==> src/rtl/cpri_sched_pkg.sv <==
// Shared definitions for the CPRI TX slot scheduler.
// Holds the default slot and block geometry, and the scheduler FSM state type.
package cpri_sched_pkg;

  localparam int SLOT_LEN_DEF = 480;  // clk cycles per 125 us slot
  localparam int BLK_LEN_DEF  = 96;   // beats per packer block
  localparam int NUM_SLOT_DEF = 80;   // slots per 10 ms frame

  typedef enum logic [1:0] {
    IDLE = 2'd0,
    ARB  = 2'd1,
    XFER = 2'd2,
    WAIT = 2'd3
  } sched_state_e;

endpackage

==> src/rtl/rr_arbiter.sv <==
// Round-robin arbiter for the CPRI TX write path.
// Picks the first channel at or after the pointer that requests and is not masked.
// Ports:
//   req_i     - per-channel request level
//   ptr_i     - round-robin start position
//   mask_i    - channels already served this slot (not eligible)
//   gnt_o     - one-hot grant
//   gnt_idx_o - binary index of the granted channel
//   any_o     - a grant was produced
module rr_arbiter #(
  parameter int NUM_CH = 4,
  localparam int PW = $clog2(NUM_CH)
) (
  input  logic [NUM_CH-1:0] req_i,
  input  logic [PW-1:0]     ptr_i,
  input  logic [NUM_CH-1:0] mask_i,
  output logic [NUM_CH-1:0] gnt_o,
  output logic [PW-1:0]     gnt_idx_o,
  output logic              any_o
);

  logic [NUM_CH-1:0] elig_s;
  int                idx_s;

  assign elig_s = req_i & ~mask_i;

  // Scan from the pointer, wrapping modulo NUM_CH, and keep the first hit.
  always_comb begin
    gnt_o     = '0;
    gnt_idx_o = '0;
    any_o     = 1'b0;
    idx_s     = 0;
    for (int i = 0; i < NUM_CH; i++) begin
      idx_s = 32'(ptr_i) + i;
      if (idx_s >= NUM_CH) begin
        idx_s = idx_s - NUM_CH;
      end else begin
        idx_s = idx_s;
      end
      if (!any_o && elig_s[idx_s[PW-1:0]]) begin
        gnt_o[idx_s[PW-1:0]] = 1'b1;
        gnt_idx_o            = idx_s[PW-1:0];
        any_o                = 1'b1;
      end else begin
        any_o = any_o;
      end
    end
  end

endmodule

==> src/rtl/cpri_tx_sched.sv <==
// CPRI TX slot scheduler.
// Generates the slot grid and frame slot index, and shares the single CPRI TX
// write path between NUM_CH channel sources, one BLK_LEN-beat block per grant,
// each channel at most once per slot, in round-robin order.
// Ports:
//   clk, rst        - clock, synchronous active-high reset
//   i_enable        - run enable (start while idle, stop at slot wrap)
//   i_ch_req        - per-channel block-ready level
//   i_ch_data       - per-channel FIFO data, valid one cycle after o_ch_rd
//   o_ch_rd         - one-hot FIFO pop, BLK_LEN cycles per grant
//   o_cpri_sop      - pulse with beat 0 of each block
//   o_cpri_wvld     - beat valid
//   o_cpri_wdata    - beat data of the granted channel
//   o_iq_tx_enable  - high from the first SOP until the path goes idle
//   o_slot_idx      - current slot 0..NUM_SLOT-1
//   o_slot_sop      - pulse at slot-counter value 0 while running
//   o_drop          - pulse at slot wrap: requesting channels not served
module cpri_tx_sched
  import cpri_sched_pkg::*;
#(
  parameter int NUM_CH   = 4,
  parameter int DW       = 64,
  parameter int SLOT_LEN = SLOT_LEN_DEF,
  parameter int BLK_LEN  = BLK_LEN_DEF,
  parameter int NUM_SLOT = NUM_SLOT_DEF
) (
  input  logic                 clk,
  input  logic                 rst,
  input  logic                 i_enable,
  input  logic [NUM_CH-1:0]    i_ch_req,
  input  logic [NUM_CH*DW-1:0] i_ch_data,
  output logic [NUM_CH-1:0]    o_ch_rd,
  output logic                 o_cpri_sop,
  output logic                 o_cpri_wvld,
  output logic [DW-1:0]        o_cpri_wdata,
  output logic                 o_iq_tx_enable,
  output logic [6:0]           o_slot_idx,
  output logic                 o_slot_sop,
  output logic [NUM_CH-1:0]    o_drop
);

  localparam int CW = $clog2(SLOT_LEN);
  localparam int BW = $clog2(BLK_LEN);
  localparam int PW = $clog2(NUM_CH);

  sched_state_e      state_q, state_d;
  logic              run_q, run_d;
  logic [CW-1:0]     cyc_q, cyc_d;
  logic [6:0]        slot_q, slot_d;
  logic [NUM_CH-1:0] served_q, served_d;
  logic [PW-1:0]     ptr_q, ptr_d;
  logic [NUM_CH-1:0] gnt_q, gnt_d;
  logic [PW-1:0]     gidx_q, gidx_d;
  logic [BW-1:0]     beat_q, beat_d;

  // Output pipeline: stage 1 aligns with FIFO data, stage 2 is the output register.
  logic              vld1_q, sop1_q;
  logic [PW-1:0]     sel1_q;
  logic              wvld_q, wsop_q;
  logic [DW-1:0]     wdata_q;
  logic              iq_q;
  logic [NUM_CH-1:0] drop_q;

  logic              wrap_s, start_s, last_beat_s;
  logic [NUM_CH-1:0] arb_gnt_s;
  logic [PW-1:0]     arb_idx_s;
  logic              arb_any_s;
  logic [DW-1:0]     ch_data_s [NUM_CH];

  for (genvar k = 0; k < NUM_CH; k++) begin : g_unpack
    assign ch_data_s[k] = i_ch_data[k*DW +: DW];
  end

  assign wrap_s      = run_q && (cyc_q == CW'(SLOT_LEN - 1));
  assign start_s     = (state_q == IDLE) && i_enable;
  assign last_beat_s = (beat_q == BW'(BLK_LEN - 1));

  rr_arbiter #(.NUM_CH(NUM_CH)) u_arb (
    .req_i     (i_ch_req),
    .ptr_i     (ptr_q),
    .mask_i    (served_q),
    .gnt_o     (arb_gnt_s),
    .gnt_idx_o (arb_idx_s),
    .any_o     (arb_any_s)
  );

  // Slot grid: cycle counter, slot index and run flag.
  always_comb begin
    cyc_d  = cyc_q;
    slot_d = slot_q;
    run_d  = run_q;
    if (start_s) begin
      run_d = 1'b1;
      cyc_d = '0;
    end else if (wrap_s) begin
      cyc_d  = '0;
      slot_d = (slot_q == 7'(NUM_SLOT - 1)) ? 7'd0 : slot_q + 7'd1;
      run_d  = i_enable;
    end else if (run_q) begin
      cyc_d = cyc_q + CW'(1);
    end else begin
      cyc_d = cyc_q;
    end
  end

  // Scheduler FSM next state; a slot wrap overrides everything except a block in flight.
  always_comb begin
    state_d  = state_q;
    served_d = served_q;
    ptr_d    = ptr_q;
    gnt_d    = gnt_q;
    gidx_d   = gidx_q;
    beat_d   = beat_q;
    case (state_q)
      IDLE: begin
        if (start_s) begin
          state_d = ARB;
        end else begin
          state_d = IDLE;
        end
      end
      ARB: begin
        if (wrap_s) begin
          state_d = ARB;
        end else if (arb_any_s) begin
          state_d  = XFER;
          gnt_d    = arb_gnt_s;
          gidx_d   = arb_idx_s;
          served_d = served_q | arb_gnt_s;
          ptr_d    = (arb_idx_s == PW'(NUM_CH - 1)) ? '0 : arb_idx_s + PW'(1);
          beat_d   = '0;
        end else begin
          state_d = WAIT;
        end
      end
      XFER: begin
        if (last_beat_s) begin
          // Enable dropped mid-block: finish it, but do not arbitrate again.
          state_d = i_enable ? ARB : WAIT;
        end else begin
          beat_d = beat_q + BW'(1);
        end
      end
      WAIT: begin
        state_d = WAIT;
      end
      default: begin
        state_d = IDLE;
      end
    endcase
    if (wrap_s) begin
      served_d = '0;
      if ((state_q != XFER) || last_beat_s) begin
        state_d = i_enable ? ARB : IDLE;
      end else begin
        state_d = state_d;
      end
    end else begin
      served_d = served_d;
    end
  end

  // State and counter registers.
  always_ff @(posedge clk) begin
    if (rst) begin
      state_q  <= IDLE;
      run_q    <= 1'b0;
      cyc_q    <= '0;
      slot_q   <= '0;
      served_q <= '0;
      ptr_q    <= '0;
      gnt_q    <= '0;
      gidx_q   <= '0;
      beat_q   <= '0;
    end else begin
      state_q  <= state_d;
      run_q    <= run_d;
      cyc_q    <= cyc_d;
      slot_q   <= slot_d;
      served_q <= served_d;
      ptr_q    <= ptr_d;
      gnt_q    <= gnt_d;
      gidx_q   <= gidx_d;
      beat_q   <= beat_d;
    end
  end

  // Beat pipeline, IQ enable and drop report.
  always_ff @(posedge clk) begin
    if (rst) begin
      vld1_q  <= 1'b0;
      sop1_q  <= 1'b0;
      sel1_q  <= '0;
      wvld_q  <= 1'b0;
      wsop_q  <= 1'b0;
      wdata_q <= '0;
      iq_q    <= 1'b0;
      drop_q  <= '0;
    end else begin
      vld1_q  <= (state_q == XFER);
      sop1_q  <= (state_q == XFER) && (beat_q == '0);
      sel1_q  <= gidx_q;
      wvld_q  <= vld1_q;
      wsop_q  <= sop1_q;
      wdata_q <= vld1_q ? ch_data_s[sel1_q] : '0;
      // Rise with the SOP register; fall once stopping and no beat is left in flight.
      if (sop1_q) begin
        iq_q <= 1'b1;
      end else if ((!run_q || !i_enable) && (state_q != XFER) && !vld1_q) begin
        iq_q <= 1'b0;
      end else begin
        iq_q <= iq_q;
      end
      drop_q <= wrap_s ? (i_ch_req & ~served_q) : '0;
    end
  end

  assign o_ch_rd        = (state_q == XFER) ? gnt_q : '0;
  assign o_cpri_sop     = wsop_q;
  assign o_cpri_wvld    = wvld_q;
  assign o_cpri_wdata   = wdata_q;
  assign o_iq_tx_enable = iq_q;
  assign o_slot_idx     = slot_q;
  assign o_slot_sop     = run_q && (cyc_q == '0);
  assign o_drop         = drop_q;

endmodule

==> config.mk <==
export PLATFORM = sky130hd
export DESIGN_NAME = cpri_tx_sched
export DESIGN_NICKNAME = d
export VERILOG_FILES = /design/src/rtl/cpri_sched_pkg.sv /design/src/rtl/rr_arbiter.sv /design/src/rtl/cpri_tx_sched.sv
export SDC_FILE = /design/constraint.sdc
export NUM_CORES = 1
export LEC_CHECK = 0
export ABC_AREA = 1
export CAP_MARGIN = 10
export CORE_UTILIZATION = 35
export CTS_CLUSTER_DIAMETER = 120
export CTS_CLUSTER_SIZE = 20
export DETAILED_ROUTE_END_ITERATION = 7
export GPL_ROUTABILITY_DRIVEN = 1
export HOLD_SLACK_MARGIN = 0.05
export PLACE_DENSITY = 0.85
export SLEW_MARGIN = 5
export SYNTH_ARGS = -nofsm -noshare
export SYNTH_HDL_FRONTEND = slang
export SYNTH_HIERARCHICAL = 1
export SYNTH_SLANG_ARGS = --single-unit
==> constraint.sdc <==
create_clock -name clk -period 2.1 [get_ports clk]
set_input_delay 0.315 -clock clk [delete_from_list [all_inputs] [get_ports clk]]
set_output_delay 0.315 -clock clk [all_outputs]
set_load 0.1 [all_outputs]
Word level (Yosys, flattened, before mapping)

Index checks and enable logic that the tools add are counted.

Mux-type cells: 55
Shift operators: 0
$add $sub $neg: 11
Reduce and logical (&&, ||, !) cells: 35
$mul: 0
Bitwise operators: 10
Divide/modulo/power cells: 0
Order comparisons: 13
Equal/unequal tests: 11

Operators with widths:

| kind                                                                                | number |
|---|---|
| 64-bit binary-select mux with 2-bit select                                          | 1 |
| 64-bit two-way mux                                                                  | 2 |
| 2-bit two-way mux                                                                   | 14 |
| 7-bit two-way mux                                                                   | 4 |
| 4-bit two-way mux                                                                   | 5 |
| 1-bit two-way mux                                                                   | 19 |
| 4-bit OR                                                                            | 4 |
| 7-bit by 1-bit adder with 7-bit output, second input constant                       | 2 |
| 7-bit == test, second input constant                                                | 2 |
| 7-bit one-hot mux with 2 select lines                                               | 1 |
| 1-bit logical AND                                                                   | 13 |
| 3-bit greater-or-equal comparator, second input constant                            | 4 |
| 2-bit by 3-bit less-than comparator with 1-bit output, second input constant        | 4 |
| 9-bit by 1-bit adder with 9-bit output, second input constant                       | 1 |
| 9-bit == test, second input constant                                                | 1 |
| 9-bit logical NOT                                                                   | 1 |
| 1-bit binary-select mux with 2-bit select                                           | 4 |
| 1-bit demux with 2-bit select                                                       | 4 |
| 2-bit by 1-bit greater-or-equal comparator with 1-bit output, second input constant | 4 |
| 2-bit inequality test, second input constant                                        | 4 |
| 2-bit one-hot mux with 4 select lines                                               | 1 |
| 2-bit by 1-bit subtractor with 2-bit output, second input constant                  | 4 |
| 7-bit logical NOT                                                                   | 1 |
| 2-bit by 2-bit adder with 3-bit output, second input constant                       | 2 |
| other kinds (18)                                                                    | 33 |

Latch bits: 0
Memories kept: 0
Output and inout bits: 83
Bits in writable memories: 0
Input port bits: 263
Register bits: 113
ROM bits: 0

Depth between registers and ports, before layout

Gate-level depths: netlist (run 1).

Depth in word-level cells: 19
Mapped depth: 14
Gate-level depth less buffers: 14

Modules after synthesis

Netlist (run 1), hierarchy kept.

Modules (own cells, without submodules):

| module        | sequential area each (µm²) | area each (µm²) | cells an instance | instances |
|---|---|---|---|---|
| cpri_tx_sched | 2262.2                     | 5656.7          | 868               | 1 |
| rr_arbiter    | 0.0                        | 535.5           | 92                | 1 |

Worst setup path before layout (run 1)

OpenSTA, ideal clock, no wires.

Path type: register -> output
Start: register run_q
End: output o_slot_sop
Path buffers: 1
Slack: -1.760 ns
Data required time: 1.785 ns
Arrival time: 3.545 ns
Stages on the path, launching flop included: 4
Path through: dfxtp_1 buf_2 inv_1 nor4_1

Cells in the longest elaborated chain, start to end: 1

Ends and longest elaborated chain:

| element                | line                 | text |
|---|---|---|
| from (decl)            | cpri_tx_sched.sv:47  | `logic run_q, run_d;` |
| from (signal assigned) | cpri_tx_sched.sv:177 | `run_q <= run_d;` |
| 1-bit logical AND      | cpri_tx_sched.sv:224 | `assign o_slot_sop = run_q && (cyc_q == '0);` |
| to (decl)              | cpri_tx_sched.sv:38  | `output logic o_slot_sop,` |

Every way passes these cells.

Worst setup path in the final report (run 1)

Start: register state_q[1]
End: output o_ch_rd[0]

Cells in the longest elaborated chain, start to end: 2

Ends and longest elaborated chain:

| element                | line                 | text |
|---|---|---|
| from (decl)            | cpri_tx_sched.sv:46  | `sched_state_e state_q, state_d;` |
| from (signal assigned) | cpri_tx_sched.sv:176 | `state_q <= state_d;` |
| 2-bit == test          | cpri_tx_sched.sv:218 | `assign o_ch_rd = (state_q == XFER) ? gnt_q : '0;` |
| 4-bit two-way mux      | cpri_tx_sched.sv:218 |  |
| to (decl)              | cpri_tx_sched.sv:32  | `output logic [NUM_CH-1:0] o_ch_rd,` |

Every way passes these cells.

==> results of run 1 <==
[tightest hold or removal path, delay by kind of cell, from the launching register on]
kind / cells / cell delay, ns
flops: 1 / 0.31
simple gates: 1 / 0.03
buf+inv: 1 / 0.05
[stage by stage]
step | instances | cell area, um^2 | total power [mW] | hold WS, ns | setup TNS, ns
3_5_place_dp | 1505 | 9836 | 4.037 | 0.4216 | -0.3385
5_1_grt | 1538 | 10510 | 7.496 | 0.4412 | 0
6_report | 1538 | 10510 | 7.174 | 0.4263 | 0
4_1_cts | 1536 | 10470 | 7.187 | 0.4272 | 0
3_3_place_gp | 1505 | 9836 | 4.017 | 0.4276 | -0.005359
2_1_floorplan | 960 | 6210 | 3.209 | 0.4028 | -0.9920
[final timing paths]
| kind | start | end | slack [ns] | depth (start not counted) |
|---|---|---|---|---|
| max reg2reg | ptr_q[1] | ptr_q[1] | 0.20 | 13 |
| min | sop1_q | o_cpri_sop | 0.43 | 2 |
| max | state_q[1] | o_ch_rd[0] | 0.14 | 5 |
| min reg2reg | sop1_q | o_cpri_sop | 0.43 | 2 |
[registers in the layout (all words and copies together), names as in the netlist]
register / count
o_cpri_wvld: 1
o_drop: 4
gidx_q: 2
o_iq_tx_enable: 1
o_cpri_sop: 1
o_cpri_wdata: 64
sop1_q: 1
o_slot_idx: 7
cyc_q: 9
run_q: 1
vld1_q: 1
beat_q: 7
state_q: 2
gnt_q: 4
served_q: 4
ptr_q: 2
sel1_q: 2
[placed cells by master (no fill, tap or decap), types with 2 or more instances in the layout]
| cell | n |
|---|---|
| sky130_fd_sc_hd__nand3_1 | 34 |
| sky130_fd_sc_hd__and2_1 | 2 |
| sky130_fd_sc_hd__clkinv_2 | 2 |
| sky130_fd_sc_hd__dfxtp_2 | 3 |
| sky130_fd_sc_hd__ha_1 | 13 |
| sky130_fd_sc_hd__nor2_1 | 309 |
| sky130_fd_sc_hd__nand2_2 | 3 |
| sky130_fd_sc_hd__or2_2 | 2 |
| sky130_fd_sc_hd__nor3_1 | 4 |
| sky130_fd_sc_hd__xnor2_1 | 2 |
| sky130_fd_sc_hd__o21ai_1 | 5 |
| sky130_fd_sc_hd__nand3_2 | 9 |
| sky130_fd_sc_hd__inv_2 | 7 |
| sky130_fd_sc_hd__clkinvlp_4 | 3 |
| sky130_fd_sc_hd__clkbuf_8 | 2 |
| sky130_fd_sc_hd__diode_2 | 2 |
| sky130_fd_sc_hd__dfxtp_1 | 109 |
| sky130_fd_sc_hd__a21oi_2 | 2 |
| sky130_fd_sc_hd__a21oi_1 | 93 |
| sky130_fd_sc_hd__nand2_1 | 91 |
| sky130_fd_sc_hd__nand4_1 | 7 |
| sky130_fd_sc_hd__clkbuf_16 | 17 |
| sky130_fd_sc_hd__nand3b_1 | 2 |
| sky130_fd_sc_hd__o21ai_0 | 139 |
| sky130_fd_sc_hd__buf_4 | 102 |
| sky130_fd_sc_hd__inv_1 | 47 |
| sky130_fd_sc_hd__buf_12 | 9 |
| sky130_fd_sc_hd__nor2_4 | 3 |
| sky130_fd_sc_hd__xor2_1 | 3 |
| sky130_fd_sc_hd__bufinv_16 | 4 |
| sky130_fd_sc_hd__clkdlybuf4s50_1 | 262 |
| sky130_fd_sc_hd__nand2_4 | 6 |
| sky130_fd_sc_hd__clkinv_4 | 3 |
[routing by layer]
layer  part of all wire (%)  vias to the layer above
li1                       -                     3792
met4                    3.3                        2
met5                  0.052                        -
met3                    7.3                       62
met2                     48                      280
met1                     41                     3445
[cell type report]
| cell class | instances | share of cell area, % |
|---|---|---|
| Multi-Input combinational cell | 739 | 33.68 |
| Inverter | 55 | 1.977 |
| Antenna cell | 2 | 0.04764 |
| Sequential cell | 113 | 21.60 |
| Tap cell | 225 | 2.680 |
| Clock buffer | 19 | 4.311 |
| Timing Repair Buffer | 373 | 33.96 |
| Clock inverter | 12 | 1.739 |
[power by group]
group	leakage (nW)	switching, mW	internal (mW)
Clock	0.302	1.09	2.05
Sequential	0.916	0.0306	2.21
Combinational	3.19	0.966	0.832
[cells by family after synthesis]
kind of cell / Yosys count / share of synthesized area [%]
AO/OA/AOI/OAI: 242 / 19.82
flip-flops: 113 / 36.53
adder cells (fa/ha/maj): 14 / 2.829
buffers and inverters: 108 / 7.052
AND/OR/NAND/NOR: 478 / 33.06
XOR/XNOR: 5 / 0.7073
==> impl_results.rst, run 1 <==
.. list-table::
   :header-rows: 1

   * - Metric
     - Value
   * - Post-CTS resize count
     - 1
   * - Register bit count reported by yosys
     - 113
   * - Routing usage on met3
     - 7.282%
   * - Buffer and inverter count on the worst path
     - 3
   * - Critical Path End Type
     - output port
   * - CP peak stage delay
     - 0.36 ns
   * - Number of flops mapped to enable cells by yosys
     - 0
   * - Met1 track utilization from global routing
     - 32.76%
   * - Synth top cells by count
     - sky130_fd_sc_hd__nor2_1 (310), sky130_fd_sc_hd__o21ai_0 (139), sky130_fd_sc_hd__dfxtp_1 (113)
   * - Maximum number of pins on one net before global-route repair
     - 129
   * - Count of routing violations after the opening detailed-route iteration
     - 349
   * - Tmin final
     - 1.962 ns
   * - Path class of the lowest-slack min-delay path
     - flop to flop
   * - Type of origin of the critical path
     - flop
   * - TritonCTS clock tree
     - done
   * - Clock skew
     - 0.01028 ns
   * - Final slew viol count
     - 0
   * - Largest fanout of any net on the critical path
     - 11
   * - Number of global-route vias before repair
     - 6867
   * - CTS buffer count
     - 17
   * - Count of different cell masters after synthesis
     - 34
   * - Number of buffers on the longest clock path
     - 2
   * - Clock Tree Root
     - sky130_fd_sc_hd__clkbuf_16
   * - Hold_buf cts
     - 0
   * - Normalized max-slew margin
     - 58.45%
   * - Core area
     - 17300 um^2
   * - Number of instances in the synthesized netlist
     - 960
   * - Run status
     - finished clean
   * - Setup repair after global routing missed its margin
     - no
   * - Post-Synthesis Cell Area
     - 6192 um^2
   * - Number of warnings printed during yosys synthesis
     - 6
   * - Floorplan row count
     - 48
   * - X dimension of the die
     - 135.0 um
   * - Static leakage power
     - 4.410 nW
   * - Total vias in the final route
     - 7581
   * - Maximum resistive drop on vdd
     - 0.0005614 V
   * - Clock net sink count
     - 113
   * - Most utilized layer in the global route result
     - met2
   * - Worst-case setup slack after placement
     - -0.06413 ns
   * - Avg WL per Cell
     - 16.28 um
   * - Crit share post-route
     - 93.45%
   * - Data required time of the worst path
     - 1.78 ns
   * - Dominant register cell in the synthesized netlist
     - sky130_fd_sc_hd__dfxtp_1
   * - Setup WS post-layout
     - 0.1376 ns
   * - Achievable frequency
     - 0.5096 GHz
   * - Critical Path, Cell by Cell
     - inv_1 -> nor2_2 -> inv_2 -> nor2_1 -> buf_12
   * - Die ar.
     - 18230 um^2
   * - Port Buffer Count
     - 345
   * - Footprint of the flip-flops and latches
     - 2270 um^2
   * - All-layer global routing usage
     - 26.39%
   * - Worst-skew pair later-pin latency
     - 0.42 ns
   * - DRT Wirelength
     - 25040 um
   * - Fill count
     - 1537
   * - Data arrival at the endpoint of the critical path
     - 1.65 ns
   * - Pwr/cell area
     - 682.9 nW/um^2
   * - Final net count
     - 1576
   * - Worst-Margin Slew
     - 0.6233 ns
   * - Number of remaining DRC errors
     - 0
   * - Start-to-end type of the worst setup path
     - flop to output port
   * - Top Family by Delay on Critical Path
     - buffers and inverters
   * - Area fraction of the dominant cell type after synthesis
     - 36.53%
   * - Area growth from synthesis to layout
     - 69.67%
   * - Post-synth net total
     - 1237
   * - Register clock-pin slew on the reported worst setup and hold paths
     - 0.06 ns
   * - I/O pin count
     - 346
   * - Drt first pass iters
     - 5
   * - Cell types with the largest area share after synthesis
     - sky130_fd_sc_hd__dfxtp_1 (37%), sky130_fd_sc_hd__nor2_1 (19%), sky130_fd_sc_hd__o21ai_0 (11%)
   * - Wire length of the first global-routing pass
     - 36770 um
   * - Number of post-CTS setup repair buffers
     - 0
   * - Residual overflow from global routing
     - 0
   * - Number of antenna violations at the first check in global routing
     - 3
   * - Fraction of registers with async set/reset
     - 0%
   * - Proportion of synthesized chip area in sequential cells
     - 36.53%
   * - Met2 track utilization from global routing
     - 42.38%
   * - Cell with the most instances after synthesis
     - sky130_fd_sc_hd__nor2_1
   * - Mean instance size in the synthesized netlist
     - 6.450 um^2
   * - Hold Fails Final Rpt
     - 0
   * - Level count of the clock H-tree
     - 4
   * - Final estimated routing congestion in global placement
     - 0.8958
   * - Final antenna-violating net count
     - 0
   * - Area of the multi-input gates
     - 3538 um^2
   * - Chip Height
     - 135.0 um
   * - Vias per cell
     - 4.929
   * - Starting density of the core
     - 35.80%
   * - Detailed placer's ending HPWL
     - 18860 um
   * - Max-capacitance violation count
     - 0
   * - Final cell utilization of the core
     - 60.74%
   * - Cell taking the most area after synthesis
     - sky130_fd_sc_hd__dfxtp_1
   * - Share of layout cells above drive strength 1
     - 14.19%
   * - Slowest stage cell, crit path
     - sky130_fd_sc_hd__dfxtp_1
   * - Final setup violating endpoints
     - 0
(Power assumes the default switching activity.)
==> run 2: changes to the inputs <==
PLACE_DENSITY = 0.84   (was 0.85)
==> impl_results.rst, run 2 (synthesis results as in run 1) <==
.. list-table::
   :header-rows: 1

   * - Metric
     - Value
   * - Run status
     - finished clean (unchanged)
   * - Largest fanout of any net on the critical path
     - 11 (unchanged)
   * - Level count of the clock H-tree
     - 4 (unchanged)
   * - Type of origin of the critical path
     - flop (unchanged)
   * - Final antenna-violating net count
     - 0 (unchanged)
   * - Area growth from synthesis to layout
     - 69.15% (was 69.67%)
   * - Final estimated routing congestion in global placement
     - 0.9027 (was 0.8958)
   * - Avg WL per Cell
     - 16.54 um (was 16.28 um)
   * - Drt first pass iters
     - 5 (unchanged)
   * - Data required time of the worst path
     - 1.78 ns (about the same)
   * - Instance count after placement with tap cells included
     - 1505 (unchanged)
   * - Setup repair after global routing missed its margin
     - no (unchanged)
   * - Worst-skew pair later-pin latency
     - 0.42 ns (about the same)
   * - Crit share post-route
     - 91.28% (was 93.45%)
   * - Non-filler cells in the finished layout
     - 1536 (was 1538)
   * - X dimension of the die
     - 135.0 um (unchanged)
   * - Number of inserted diodes
     - 0 (was 2)
   * - Residual overflow from global routing
     - 0 (unchanged)
   * - Max-capacitance violation count
     - 0 (unchanged)
   * - Clock Tree Root
     - sky130_fd_sc_hd__clkbuf_16 (unchanged)
   * - Die ar.
     - 18230 um^2 (unchanged)
   * - Number of remaining DRC errors
     - 0 (unchanged)
   * - Vias per cell
     - 4.971 (was 4.929)
   * - Post-CTS resize count
     - 0 (was 1)
   * - Normalized max-slew margin
     - 62.05% (was 58.45%)
   * - Worst-Margin Slew
     - 0.5692 ns (was 0.6233 ns)
   * - Chip Height
     - 135.0 um (unchanged)
   * - Number of global-route vias before repair
     - 6867 (unchanged)
   * - Clock skew
     - 0.01074 ns (was 0.01028 ns)
   * - Number of post-CTS setup repair buffers
     - 0 (unchanged)
   * - Commonest cells after routing, fill and taps aside
     - sky130_fd_sc_hd__nor2_1 (307), sky130_fd_sc_hd__clkdlybuf4s50_1 (262), sky130_fd_sc_hd__o21ai_0 (139) (was sky130_fd_sc_hd__nor2_1 (309), sky130_fd_sc_hd__clkdlybuf4s50_1 (262), sky130_fd_sc_hd__o21ai_0 (139))
   * - Fill count
     - 1554 (was 1537)
   * - Clock net sink count
     - 113 (unchanged)
   * - Floorplan row count
     - 48 (unchanged)
   * - Start-to-end type of the worst setup path
     - flop to output port (unchanged)
   * - Count of routing violations after the opening detailed-route iteration
     - 469 (was 349)
   * - Pwr/cell area
     - 668.5 nW/um^2 (was 682.9 nW/um^2)
   * - Static leakage power
     - 4.394 nW (was 4.410 nW)
   * - Path class of the lowest-slack min-delay path
     - flop to flop (unchanged)
   * - Final slew viol count
     - 0 (unchanged)
   * - Number of antenna violations at the first check in global routing
     - 1 (was 3)
   * - Starting density of the core
     - 35.80% (unchanged)
   * - Setup slack, reg-to-reg
     - 0.22 ns (was 0.20 ns)
   * - Number of buffers on the longest clock path
     - 2 (unchanged)
   * - Port Buffer Count
     - 345 (unchanged)
   * - CTS buffer count
     - 17 (unchanged)
   * - Tmin final
     - 1.917 ns (was 1.962 ns)
   * - TritonCTS clock tree
     - done (unchanged)
   * - Core area
     - 17300 um^2 (unchanged)
   * - Wire length of the first global-routing pass
     - 37240 um (was 36770 um)
   * - Maximum resistive drop on vdd
     - 0.0005924 V (was 0.0005614 V)
   * - Flip-flop count of the largest register after layout
     - 64 (unchanged)
   * - Hold Fails Final Rpt
     - 0 (unchanged)
   * - Commonest non-fill, non-tap cell in the layout
     - sky130_fd_sc_hd__nor2_1 (unchanged)
   * - Final Cell Area
     - 10470 um^2 (was 10510 um^2)
   * - Register clock-pin slew on the reported worst setup and hold paths
     - 0.05 ns (was 0.06 ns)
   * - Post-Place Cell Area
     - 9848 um^2 (was 9836 um^2)
   * - Share of layout cells above drive strength 1
     - 14.19% (unchanged)
   * - I/O pin count
     - 346 (unchanged)
   * - Achievable frequency
     - 0.5217 GHz (was 0.5096 GHz)
   * - Critical Path End Type
     - output port (unchanged)
   * - Final setup violating endpoints
     - 0 (unchanged)
   * - Data arrival at the endpoint of the critical path
     - 1.60 ns (was 1.65 ns)
   * - Hold_buf cts
     - 0 (unchanged)
   * - Maximum number of pins on one net before global-route repair
     - 129 (unchanged)
   * - Total vias in the final route
     - 7636 (was 7581)
   * - DRT Wirelength
     - 25410 um (was 25040 um)
   * - All-layer global routing usage
     - 26.83% (was 26.39%)
   * - Detailed placer's ending HPWL
     - 18940 um (was 18860 um)
   * - Final net count
     - 1576 (unchanged)
-- run 2: cell types whose count changed in the layout (fill, tap and decap cells not counted), sizes merged --
cell and change:
clkbuf +2, diode -2, bufinv -1, clkinv -1
clkinvlp +1, inv -1
-- run 2: through the flow --
stage | util (%) | power [mW] | TNS (ns) | hold WS [ns] | setup slack (ns)
finish | 60.55 | 7.002 | 0 | 0.4382 | 0.1830
detailed placement | 56.94 | 4.060 | -0.1772 | 0.4318 | -0.06088
global route | 60.55 | 7.302 | 0 | 0.4574 | 0.04798
floorplan | - | 3.209 | -0.9920 | 0.4028 | -0.2480
CTS | 60.38 | 7.010 | 0 | 0.4437 | 0.01201
global placement | 56.94 | 4.030 | -0.02323 | 0.4284 | -0.01951
-- run 2: worst max-delay path: stages, from the launching register on --
cell,delay [ns]
sky130_fd_sc_hd__dfxtp_1,0.36
sky130_fd_sc_hd__inv_1,0.09
sky130_fd_sc_hd__nor2_2,0.17
sky130_fd_sc_hd__inv_2,0.14
sky130_fd_sc_hd__nor2_1,0.22
sky130_fd_sc_hd__buf_12,0.21
-- run 2: per-layer routing --
layer	wire length (um)	GRT usage (%)	up-vias	part of all wire, %
met5	12	0	-	0.047
met4	898	11.74	2	3.5
met3	2211	6.644	68	8.7
met2	11930	43.27	338	47
met1	10360	33.82	3428	41
li1	-	-	3800	-
-- run 2: path summary, 6_finish.rpt --
| check | from | endpoint | cells past startpoint |
|---|---|---|---|
| setup / recovery | state_q[1] | o_ch_rd[3] | 5 |
| hold / removal | gidx_q[0] | sel1_q[0] | 2 |
| setup reg to reg | ptr_q[1] | beat_q[0] | 13 |
| hold reg to reg | gidx_q[0] | sel1_q[0] | 2 |
-- run 2: area by class of cell --
type	instances	area (um^2)	share of cell area [%]
Tap cell	225	281.5	2.688
Clock inverter	10	135.1	1.290
Inverter	55	207.7	1.983
Multi-Input combinational cell	739	3538	33.78
Timing Repair Buffer	373	3581	34.19
Sequential cell	113	2270	21.67
Clock buffer	21	460.4	4.396
-- run 2: power by group --
part           switching, mW  internal [mW]
sequential            0.0296           2.21
clock                   1.03           1.91
combinational          0.984          0.834
total                   2.05           4.95
